$ cat src/rtl/regfile_wr_arbiter.sv
// -----------------------------------------------------------------------------
// regfile_wr_arbiter
//
// Purpose:
//   Shares the single write port of a register file among three requesters
//   (ALU writeback, memory load, I/O port) using round-robin arbitration.
//   It can also run a scrub sequence that writes zero to registers
//   1..2^AW-1, one register per cycle. Register 0 is hardwired to zero, so a
//   granted write that targets it completes the handshake but never asserts
//   load.
//
// Ports:
//   clk          rising-edge clock
//   reset        asynchronous active-high reset
//   req[2:0]     write requests: bit0 ALU, bit1 memory load, bit2 I/O port
//   addr0..2     destination register for each requester (AW bits)
//   data0..2     write data for each requester (DW bits)
//   gnt[2:0]     one-hot (or zero) grant, combinational from req and state
//   scrub_start  request a zero-fill of registers 1..2^AW-1
//   busy         high while the scrub sequence runs (registered)
//   Caddr        register-file write address (registered)
//   C            register-file write data (registered)
//   load         register-file write enable (registered)
// -----------------------------------------------------------------------------
module regfile_wr_arbiter #(
  parameter int DW = 16,
  parameter int AW = 4
) (
  input  logic          clk,
  input  logic          reset,
  input  logic [2:0]    req,
  input  logic [AW-1:0] addr0,
  input  logic [AW-1:0] addr1,
  input  logic [AW-1:0] addr2,
  input  logic [DW-1:0] data0,
  input  logic [DW-1:0] data1,
  input  logic [DW-1:0] data2,
  output logic [2:0]    gnt,
  input  logic          scrub_start,
  output logic          busy,
  output logic [AW-1:0] Caddr,
  output logic [DW-1:0] C,
  output logic          load
);

  localparam logic [0:0] IDLE  = 1'b0;
  localparam logic [0:0] SCRUB = 1'b1;

  logic [0:0]    state_reg, state_next;
  logic [1:0]    rr_ptr_reg, rr_ptr_next;
  logic [AW-1:0] cnt_reg, cnt_next;
  logic [AW-1:0] caddr_reg, caddr_next;
  logic [DW-1:0] c_reg, c_next;
  logic          load_reg, load_next;

  // ---------------------------------------------------------------------------
  // Round-robin arbitration: rotate req so the pointer position lands at bit 0,
  // isolate the lowest set bit, then rotate the pick back to requester order.
  // ---------------------------------------------------------------------------
  logic [2:0] req_rot;
  logic [2:0] pick_rot;
  logic [2:0] gnt_raw;

  always_comb begin
    case (rr_ptr_reg)
      2'd1:    req_rot = {req[0], req[2], req[1]};
      2'd2:    req_rot = {req[1], req[0], req[2]};
      default: req_rot = req;
    endcase
  end

  assign pick_rot = req_rot & (~req_rot + 3'd1);

  always_comb begin
    case (rr_ptr_reg)
      2'd1:    gnt_raw = {pick_rot[1], pick_rot[0], pick_rot[2]};
      2'd2:    gnt_raw = {pick_rot[0], pick_rot[2], pick_rot[1]};
      default: gnt_raw = pick_rot;
    endcase
  end

  // Scrub start takes precedence over any request in the same cycle.
  assign gnt = (!reset && (state_reg == IDLE) && !scrub_start) ? gnt_raw : 3'b000;

  // ---------------------------------------------------------------------------
  // Grant-steered write mux (one-hot AND-OR).
  // ---------------------------------------------------------------------------
  logic [AW-1:0] addr_arr   [3];
  logic [DW-1:0] data_arr   [3];
  logic [AW-1:0] addr_masked[3];
  logic [DW-1:0] data_masked[3];
  logic [AW-1:0] sel_addr;
  logic [DW-1:0] sel_data;
  logic          grant_any;

  assign addr_arr[0] = addr0;
  assign addr_arr[1] = addr1;
  assign addr_arr[2] = addr2;
  assign data_arr[0] = data0;
  assign data_arr[1] = data1;
  assign data_arr[2] = data2;

  generate
    for (genvar gi = 0; gi < 3; gi++) begin : g_mask
      assign addr_masked[gi] = gnt[gi] ? addr_arr[gi] : '0;
      assign data_masked[gi] = gnt[gi] ? data_arr[gi] : '0;
    end
  endgenerate

  assign sel_addr  = addr_masked[0] | addr_masked[1] | addr_masked[2];
  assign sel_data  = data_masked[0] | data_masked[1] | data_masked[2];
  assign grant_any = |gnt;

  // ---------------------------------------------------------------------------
  // Next-state logic.
  // The scrub counter walks 1..2^AW-1; its wrap to 0 marks the sequence done,
  // so busy stays high through every scrub write and drops one edge later.
  // ---------------------------------------------------------------------------
  always_comb begin
    state_next  = state_reg;
    rr_ptr_next = rr_ptr_reg;
    cnt_next    = cnt_reg;
    caddr_next  = caddr_reg;
    c_next      = c_reg;
    load_next   = 1'b0;

    case (state_reg)
      IDLE: begin
        if (scrub_start) begin
          state_next = SCRUB;
          cnt_next   = AW'(1);
        end else if (grant_any) begin
          caddr_next = sel_addr;
          c_next     = sel_data;
          load_next  = (sel_addr != '0);
          case (gnt)
            3'b001:  rr_ptr_next = 2'd1;
            3'b010:  rr_ptr_next = 2'd2;
            default: rr_ptr_next = 2'd0;
          endcase
        end
      end
      default: begin
        if (cnt_reg != '0) begin
          caddr_next = cnt_reg;
          c_next     = '0;
          load_next  = 1'b1;
          cnt_next   = cnt_reg + AW'(1);
        end else begin
          state_next = IDLE;
          cnt_next   = AW'(1);
        end
      end
    endcase
  end

  always_ff @(posedge clk or posedge reset) begin
    if (reset) begin
      state_reg  <= IDLE;
      rr_ptr_reg <= 2'd0;
      cnt_reg    <= AW'(1);
      caddr_reg  <= '0;
      c_reg      <= '0;
      load_reg   <= 1'b0;
    end else begin
      state_reg  <= state_next;
      rr_ptr_reg <= rr_ptr_next;
      cnt_reg    <= cnt_next;
      caddr_reg  <= caddr_next;
      c_reg      <= c_next;
      load_reg   <= load_next;
    end
  end

  assign busy  = (state_reg == SCRUB);
  assign Caddr = caddr_reg;
  assign C     = c_reg;
  assign load  = load_reg;

endmodule

$ cat config.mk
export PLATFORM = sky130hd
export DESIGN_NAME = regfile_wr_arbiter
export DESIGN_NICKNAME = d
export VERILOG_FILES = /design/src/rtl/regfile_wr_arbiter.sv
export SDC_FILE = /design/constraint.sdc
export NUM_CORES = 1
export LEC_CHECK = 0
export CAP_MARGIN = 20
export CORE_MARGIN = 3
export CORE_UTILIZATION = 42
export DETAILED_ROUTE_END_ITERATION = 6
export PLACE_DENSITY = 0.86
export SLEW_MARGIN = 20
export SYNTH_ARGS = -nofsm -noshare
export SYNTH_HDL_FRONTEND = slang
export SYNTH_SLANG_ARGS = --single-unit
$ cat constraint.sdc
create_clock -name clk -period 4.8 [get_ports clk]
set_input_delay 0.96 -clock clk [delete_from_list [all_inputs] [get_ports clk]]
set_output_delay 0.96 -clock clk [all_outputs]
set_load 0.005 [all_outputs]
# After elaboration in Yosys (flattened, before gate mapping)
# Cells that the tools add are included.
[totals]
romBits = 0
mem_count = 0
output_inout_bits = 25
latchBits = 0
ram_bits = 0
regBits = 28
[op_classes]
muxes = 27
div = 0
addsub = 2
n_mul = 0
magnitude_cmp = 0
n_shift = 0
n_bitwise = 8
eq_ne = 6
n_reduce_logical = 11
[ops]
columns = ["cell", "n"]
rows = [
  ["16-bit 2-to-1 mux", 7],
  ["4-bit 2-to-1 mux", 10],
  ["16-bit OR", 2],
  ["3-bit one-hot mux with 2 select lines", 2],
  ["4-bit OR", 2],
  ["4-bit nonzero test", 2],
  ["1-bit 2-to-1 mux", 6],
  ["3-bit AND reduction", 2],
  ["4-bit by 1-bit adder with 4-bit output, second input constant", 1],
  ["2-bit by 1-bit inequality test with 1-bit output, second input constant", 2],
  ["2-bit one-hot mux with 2 select lines", 1],
  ["2-bit nonzero test", 2],
  ["3-bit by 1-bit adder with 3-bit output, second input constant", 1],
  ["3-bit bitwise AND", 1],
  ["3-bit by 1-bit == test with 1-bit output, second input constant", 1],
  ["3-bit by 2-bit == test with 1-bit output, second input constant", 1],
  ["3-bit 2-to-1 mux", 1],
  ["3-bit inverter", 1],
  ["3-bit OR reduction", 1],
  ["2-bit by 1-bit == test with 1-bit output, second input constant", 1],
  ["2-bit == test, second input constant", 1],
  ["1-bit logical AND", 2],
  ["1-bit logical NOT", 2],
  ["1-bit inverter", 2],
]

# Longest topological paths before layout
[logic_depth]
depth_word = 14
ltp_mapped = 9
mapped_depth_nobuf = 7

# Least setup slack after synthesis
# Ideal clock, no wire load.
[synth_timing]
path_type = "in2out"
from = "in reset"
to = "out gnt[1]"
slack_ns = 1.384
required_time_ns = 3.840
cell_stages = 4
t_arrival_ns = 2.456
path_cell_list = "inv_1 > nand2_1 > a221oi_4 > buf_4"
[synth_via]
elab_chain_len = 4
[synth_lines]
columns = ["item", "line_no", "source"]
rows = [
  ["from (decl)", "30", "input logic reset,"],
  ["1-bit logical NOT (no line)", "n/a", ""],
  ["1-bit logical AND (2 in a row)", "83", "assign gnt = (!reset && (state_reg == IDLE) && !scrub_start) ? gnt_raw : 3'b000;"],
  ["3-bit 2-to-1 mux", "83", ""],
  ["to (decl)", "38", "output logic [2:0] gnt,"],
]
# No other way between the ends.

# Worst setup path in the final report
[layout_timing]
from = "in req[1]"
to = "out gnt[1]"
[layout_via]
elab_chain_len = 6
[layout_lines]
columns = ["item", "line_no", "source"]
rows = [
  ["from (decl)", "31", "input logic [2:0] req,"],
  ["3-bit one-hot mux with 2 select lines *", "65", "case (rr_ptr_reg)"],
  ["3-bit inverter", "72", "assign pick_rot = req_rot & (~req_rot + 3'd1);"],
  ["3-bit by 1-bit adder with 3-bit output", "72", ""],
  ["3-bit bitwise AND *", "72", ""],
  ["3-bit one-hot mux with 2 select lines *", "75", "case (rr_ptr_reg)"],
  ["3-bit 2-to-1 mux *", "83", ""],
]
# Mark *: on every way between the ends. The rest lies on a longest branch, timed or not.

==> summary.txt <==
Yosys
  – #FFs+latches synth: 28
  – FFs w/ async S/R, synth: 100%
  – Seq/Total Area, Yosys: 42.3%
  – Synth top area cells: dfrtp_1 (41%), a222oi_1 (11%), o21ai_2 (8.4%), inv_1 (5.0%), a221oi_4 (3.2%)
  – Yosys cell types: 41
  – Post-synthesis instance total: 153
  – EDFF count, synth: 0
  – Avg Synthesized Cell Area: around 11 µm²
  – Post-synth top cells: dfrtp_1 (27), inv_1 (22), a222oi_1 (19), o21ai_2 (16)
  – Yosys warning total: 0
  – Most numerous cell in the Yosys netlist: dfrtp_1
  – Syn_nets: 223
  – Cell taking the most area after synthesis: dfrtp_1
  – Top-area cell type share of the netlist area: between 40% and 50%
  – Post-Syn Area: 1660 µm²
  – Top FF cell, synth: dfrtp_1

Critical path
  – Worst Path Required: 3.84 ns
  – Worst setup path startpoint: req[1]
  – Top fanout value on the critical path: 6
  – Worst Setup End Kind: output pin
  – Startpoint types: input pin
  – Crit path DAT: between 2 and 3 ns
  – Setup Crit Path Kind: in -> out
  – Crit Reg-Reg Startpoint: rr_ptr_reg[0]

GRT
  – Initial antenna violation count: 0
  – Largest net degree at the start of global routing: 30
  – Tot GR Track Use: 20.8%
  – Vias in the first global route: approximately 1,600
  – Grt total ovfl: 0
  – First-pass GRT wire length: 7430 µm

Cells and area
  – Final non-filler cell area: 2650 µm²
  – Post-Layout Cell Count: 289
  – Share of cells above drive strength 1: 15.4%
  – Max reg flops: 16
  – Antenna Cells: 0
  – Final #Nets: 312
  – Syn-to-layout area delta: 59.5%

Clock tree
  – Post-cts gate resize count: 0
  – CTS max path bufs: 2
  – Clk_lat worst skew: around 0.27 ns
  – CTS Buf Count: 3
  – Clock Tree Root: clkbuf_8
  – Post-CTS setup buffers: 0
  – Clock slew at reported path FFs: 0.10 ns
  – H-tree depth: 1
  – TritonCTS clock tree: done
  – Sink Count: 28
  – Hold-fix buffer count after cts: 0

Timing
  – Peak Freq: 267 MHz
  – Max-slew violations: 0
  – Setup violations, final: 0
  – Worst slew margin: 51.4%
  – Worst clock skew: 0.00695 ns
  – RSZ-0062 raised after global routing: no
  – Fin Setup TNS: 0 ns
  – Min cycle time layout: 3.75 ns
  – Worst slew pin tran: 0.711 ns
  – Fin. Hold Viols: 0
  – Fin crit share: 78.2%
  – WHS: ~0.53 ns

Route
  – Residual DRC: 0
  – Drt wl/cell: approximately 17 µm
  – Via Count: 1,597
  – Post-DRT Antenna Nets: 0
  – Vias per inst: 5.53
  – DRT iter0 DRCs: 121
  – DRT Pass-1 Iters: 4
  – Final wirelength: 4840 µm

Place
  – Port Buf Inserts: 90
  – Placer congestion estimate: 0.807
  – DP Area: 2580 µm²
  – Dpl hpwl: roughly 3700 µm
  – Dpl cells: 285

Floorplan
  – FP Rows: 22
  – Die ar.: 4740 µm²
  – Top-Level Pins: 91
  – Die Ht: 68.9 µm
  – Die X: 68.9 µm
  – Initial core utilization: 44.4%
  – Core Footprint: 3740 µm²

Pwr
  – Peak supply drop: 299 µV
  – Leak: 1.04 nW
  – Power Density: 430 nW/µm²

Run status
  – Run status: complete, no violations

Hold path
  – Min-delay src: Caddr[2]
  – HP Class: reg -> reg

Job
  – Max-cap violations: 0
## area by class of cell
cell class / count / area (µm²)
Multi-Input combinational cell: 92 / 797
Inverter: 23 / 86.3
Tap cell: 48 / 60.1
Sequential cell: 28 / 702
Timing Repair Buffer: 94 / 931
Clock buffer: 3 / 41.3
Fill cell: 318 / 1100
Clock inverter: 1 / 30.0
## path summary, 6_finish.rpt
path / endpoint / cells past startpoint / slack (ns)
hold / removal: Caddr[2] / 2 / 0.53
max in group asynchronous: cnt_reg[0] / 3 / 3.37
setup / recovery: gnt[1] / 5 / 1.05
hold reg to reg: Caddr[2] / 2 / 0.53
setup reg to reg: load / 8 / 2.21
min in group asynchronous: Caddr[2] / 3 / 1.12
## per-layer routing
metal	track usage (%)	share of wire [%]	vias up
met5	0	0	-
met4	6.57	1.3	0
met3	4.54	11	8
met2	36.9	50	69
met1	25.0	37	760
li1	-	-	760
## critical path, cell delays in order
cell and delay, ns:
clkdlybuf4s50_1 0.56, nor4bb_1 0.31, a31oi_1 0.12, a221oi_4 0.29, clkdlybuf4s50_1 0.55
## through the flow
stage	total power [mW]	worst slack, ns	utilization [%]
finish	1.14	1.05	70.7
global route	1.22	0.975	70.7
CTS	1.15	1.06	70.7
detailed placement	0.960	1.07	68.8
global placement	0.938	1.08	68.8
floorplan	0.760	1.38	-
## placed cells by master (no fill, tap or decap), types with 3 or more instances in the layout
master / count
o21ai_2: 16
inv_1: 22
a21oi_1: 3
clkdlybuf4s50_1: 90
dfrtp_1: 27
nand2_1: 6
buf_4: 4
nor2b_1: 3
a222oi_1: 19
nor4_1: 3
a22o_1: 3
ha_1: 4
a31oi_2: 3
nor2_1: 6
clkbuf_8: 3
## cell families after synthesis
group	Yosys count	synth area share, %
flip-flops	28	42.3
XOR/XNOR	2	1.06
AND/OR/NAND/NOR	31	11.0
AO/OA/AOI/OAI	55	32.9
adder cells (fa/ha/maj)	4	3.01
buffers and inverters	33	9.72
## power breakdown
group / internal (mW) / total, mW / switching, mW
sequential: 0.314 / 0.376 / 0.0617
clock: 0.112 / 0.185 / 0.0737
combinational: 0.289 / 0.576 / 0.287
total: 0.715 / 1.14 / 0.423
(Power assumes the default switching activity.)
